<file path="config.mk">
export PLATFORM = sky130hd
export DESIGN_NAME = register_file
export DESIGN_NICKNAME = d
export VERILOG_FILES = /design/src/rtl/register_file.sv
export SDC_FILE = /design/constraint.sdc
export NUM_CORES = 2
export LEC_CHECK = 0
export CAP_MARGIN = 30
export CORE_ASPECT_RATIO = 0.5
export CORE_MARGIN = 1.5
export CORE_UTILIZATION = 45
export CTS_CLUSTER_DIAMETER = 30
export CTS_CLUSTER_SIZE = 25
export DETAILED_ROUTE_END_ITERATION = 6
export GPL_TIMING_DRIVEN = 0
export PLACE_DENSITY = 0.63
export REMOVE_ABC_BUFFERS = 1
export SYNTH_ARGS = -nofsm -noshare
export SYNTH_HDL_FRONTEND = slang
export SYNTH_SLANG_ARGS = --single-unit
export TNS_END_PERCENT = 20
</file>
<file path="constraint.sdc">
create_clock -name clk -period 2.54 [get_ports clk]
set_input_delay 0.508 -clock clk [delete_from_list [all_inputs] [get_ports clk]]
set_output_delay 0.508 -clock clk [all_outputs]
set_load 0.02 [all_outputs]
</file>
<file path="src/rtl/register_file.sv">
// Two-read, one-write register file with a hard-wired zero register.
// Asynchronous active-low reset clears every entry; reads are purely combinational.
module register_file #(
    parameter int unsigned WIDTH  = 32,
    parameter int unsigned ADDR_W = 5
) (
    input  logic              clk,
    input  logic              reset_n,
    input  logic              reg_write,
    input  logic [ADDR_W-1:0] wr_addr,
    input  logic [WIDTH-1:0]  wr_data,
    input  logic [ADDR_W-1:0] rd_addr1,
    input  logic [ADDR_W-1:0] rd_addr2,
    output logic [WIDTH-1:0]  rd_data1,
    output logic [WIDTH-1:0]  rd_data2
);

    localparam int unsigned NREG = 2 ** ADDR_W;

    logic [WIDTH-1:0] regs_q [NREG];
    logic [WIDTH-1:0] regs_d [NREG];

    // Writes to address 0 are dropped here, so entry 0 never leaves its reset value.
    always_comb begin
        regs_d = regs_q;
        if (reg_write && (wr_addr != '0)) begin
            regs_d[wr_addr] = wr_data;
        end
    end

    always_ff @(posedge clk or negedge reset_n) begin
        if (!reset_n) begin
            for (int unsigned i = 0; i < NREG; i++) begin
                regs_q[i] <= '0;
            end
        end else begin
            regs_q <= regs_d;
        end
    end

    // No write-through bypass: a same-cycle write becomes visible only after the edge.
    assign rd_data1 = (rd_addr1 == '0) ? '0 : regs_q[rd_addr1];
    assign rd_data2 = (rd_addr2 == '0) ? '0 : regs_q[rd_addr2];

endmodule

</file>
==> impl_metrics.toml <==
[sta]
hold_slack_ns = -0.3266
setup_violations = 207
rsz0062_at_grt = "yes"
setup_ws_ns = -0.6589
hold_violations = 113
clock_skew_ns = 0
tightestPinTransition_ns = 1.122
fmax_mhz = 312.6
finalMaxSlewViolations = 0
finalCritPeriodShare_pct = 125.9
slew_headroom_pct = 24.99
final.min_clock_period_ns = 3.199

[power]
ir_drop_mv = 0.5290
p_per_area_nw_per_um2 = 830.2
leakagePower_nw = 29.56
power_mw = 56.56

[final_layout]
stdcell_area_um2 = 68130
final_core_util_pct = 57.50
drive_gt1_share_pct = 62.27
area_delta_synth_final_pct = 26.12
reg.largest.list = "regs_q: 1024 flops"
top_register = "regs_q"
final-instance-count-excl-fill = 5458
nets = 3782
n_fill_cell = 8878
largest_register_ffs = 1024

[clocking]
clkLatencyLatePin_ns = 0.76
cts_buffers = 159
clk_pin_slew_ns = 0.05
cts.sinks = 1024
root_buffer = "clkbuf_16"
h-tree-depth = 4
cts_buffer_depth = 3
cts_tree = "done"

[yosys]
synthCells = 3514
synth-edff-count = 0
syn_area_um2 = 54020
ys.flop_type = "dfrtp_1"
ys_seq_area_share_pct = 47.44
synth_async_sr_flop_share_pct = 100.0
postSynthAreaPerCell_um2 = 15.37
ys_ff_latch = 1024
yosys_warnings = 0
synth_cell_types = 41

[drt]
routedWlPerCell_um = 35.70
via_count = 36998
via_per_inst = 6.779
drtAntennaViolNets = 0
route.detailed.drc = 0
drtIter0Drc = 4444
drt_wl_total_um = 194800
first_pass_iters = 6

[setup_path]
slowest_delay_ns = 0.55
required_ns = 2.03
worstPathMaxFanout = 3
worstPathCellList = "mux4_2 -> mux4_2 -> o22ai_2 -> nor3_2 -> buf_4"
critPathKind = "reg -> out"
crit_top_cell = "mux4_2"
crit_arrival_ns = 2.69
worst_setup_path_end_kind = "output pin"
cp-start-kind = "register"
cpMaxStageDelayCell = "mux4_2"

[floorplanning]
die_w_um = 493.0
core_area_um2 = 118500
dieHeight_um = 248.0
std_cell_rows = 89
dieArea_um2 = 122300
pin_count = 114
start_util_pct = 45.59

[grt]
antenna_found_initial = 2
globalRoute.totalOverflow = 0
first_global_vias = 37928
grtUsageTotal_pct = 31.78
grt_pass1_wl_um = 275900
grt_max_degree = 171

[placed_design]
io_buffers = 113
placed_cells = 4892
dpl.hpwl_um = 97390
placed_cell_area_um2 = 57500
place_congestion = 0.7708

[status]
violations = "hold timing, setup timing"
status = "finished, violations left"

[hold_path]
hp-class = "in -> async"

[run]
max-cap-violations = 0
[cells in the final DEF, fill, tap and decap left out, drive strengths merged, types with 2 or more instances in the layout]
master	instances
mux2i	158
a21oi	11
a2111oi	26
or3b	4
and2	5
a22o	52
clkinv	38
inv	19
nand3b	3
or2	2
o221ai	26
o22ai	81
mux4	469
a22oi	18
bufbuf	24
mux2	1024
a211oi	38
nor2	18
bufinv	24
and3	4
nand2b	8
nor2b	19
o211ai	2
nor3	57
nand3	6
clkdlybuf4s50	38
a21o	2
a32o	4
nor4	5
or3	3
nand2	23
diode	4
clkbuf	207
dfrtp	1024
buf	402
clkinvlp	11
[synthesized netlist by cell type, types with 3 or more instances]
| master | count | area share, % |
|---|---|---|
| mux2_2 | 1020 | 21 |
| nor3_1 | 57 | 0.53 |
| a22o_1 | 52 | 0.84 |
| a22oi_1 | 18 | 0.25 |
| and2_1 | 4 | 0.046 |
| a32o_1 | 4 | 0.074 |
| clkbuf_1 | 215 | 1.5 |
| mux4_2 | 469 | 20 |
| mux2_1 | 4 | 0.083 |
| a2111oi_0 | 26 | 0.42 |
| nand2_1 | 23 | 0.16 |
| nor2b_1 | 19 | 0.22 |
| nand3b_1 | 3 | 0.042 |
| nand2b_1 | 8 | 0.093 |
| and3_1 | 4 | 0.046 |
| buf_1 | 62 | 0.43 |
| a211oi_1 | 38 | 0.53 |
| dfrtp_1 | 1024 | 47 |
| a21oi_1 | 11 | 0.10 |
| o22ai_1 | 81 | 0.94 |
| mux2i_1 | 158 | 2.9 |
| buf_2 | 95 | 0.88 |
| nor4_1 | 5 | 0.058 |
| nand3_1 | 6 | 0.056 |
| nor2_1 | 18 | 0.13 |
| buf_4 | 34 | 0.47 |
| o221ai_1 | 26 | 0.42 |
| buf_6 | 13 | 0.27 |
[where the power goes]
part | switching [mW] | internal [mW]
registers | 2.31 | 19.4
clock network | 8.32 | 14.8
logic | 4.67 | 7.03
total | 15.3 | 41.3
[stage by stage]
stage                     setup TNS, ns  setup WS, ns  hold WS [ns]
after floorplan                 -170.52        -1.957        0.2124
after global placement                -        -45.37        0.3776
after CTS                        -31.60       -0.5622       -0.3014
after detailed placement        -862.95        -2.223        0.3873
after global routing             -34.09       -0.6296       -0.2530
final                            -33.38       -0.6589       -0.3266
[kinds of logic (layout without fill, tap and decap cells)]
family / after synthesis / in the layout / synth area share (%)
AOI/OAI and AO/OA: 263 / 263 / 3.674
buffers and inverters: 420 / 764 / 3.555
DFF: 1024 / 1024 / 47.44
muxes: 1651 / 1651 / 43.83
other: 0 / 4 / 0
and+or+nand+nor: 156 / 160 / 1.508
[critical path: cells and delay by family, from the launching register on]
kind | cells | cell delay [ns]
mux | 2 | 1.07
flops | 1 | 0.44
compound gates | 1 | 0.16
buf+inv | 1 | 0.17
simple gates | 1 | 0.08
[final timing paths]
check	startpoint	endpoint	slack, ns	depth (start not counted)
worst min-delay path	reset_n	regs_q[38]	-0.33	1
worst min register to register	regs_q[992]	regs_q[992]	0.39	0
min in group clk	regs_q[992]	regs_q[992]	0.39	0
worst max register to register	regs_q[154]	regs_q[154]	1.52	3
max in group asynchronous	reset_n	regs_q[84]	0.54	4
worst max-delay path	regs_q[270]	rd_data1[14]	-0.66	5
[routing by layer]
layer	share of wire [%]	GRT usage [%]	up-vias
met1	40	42.66	20054
met5	0.0062	0	-
met3	9.9	8.067	569
li1	-	-	14261
met2	45	48.48	2112
met4	5.2	15.46	2
[timing repair]
| item | in CTS | in global routing |
|---|---|---|
| buffers inserted | 189 | 29 |
| hold endpoints to repair | 113 | 113 |
| cloned | 49 | 5 |
| endpoints found under the setup margin | 318 | 536 |
| pin swaps | 129 | 26 |
| resized for setup | 645 | 44 |
[cell type report]
class                           count  area [µm²]  area share (%)
Multi-Input combinational cell   2074       28200           41.39
Sequential cell                  1024       25620           37.61
Timing Repair Buffer              472        6651           9.763
Clock buffer                      200        4404           6.465
Tap cell                         1592        1992           2.924
Clock inverter                     91        1242           1.824
Antenna cell                        4       10.01         0.01469
Inverter                            1       6.256        0.009183
(Power assumes the default switching activity.)
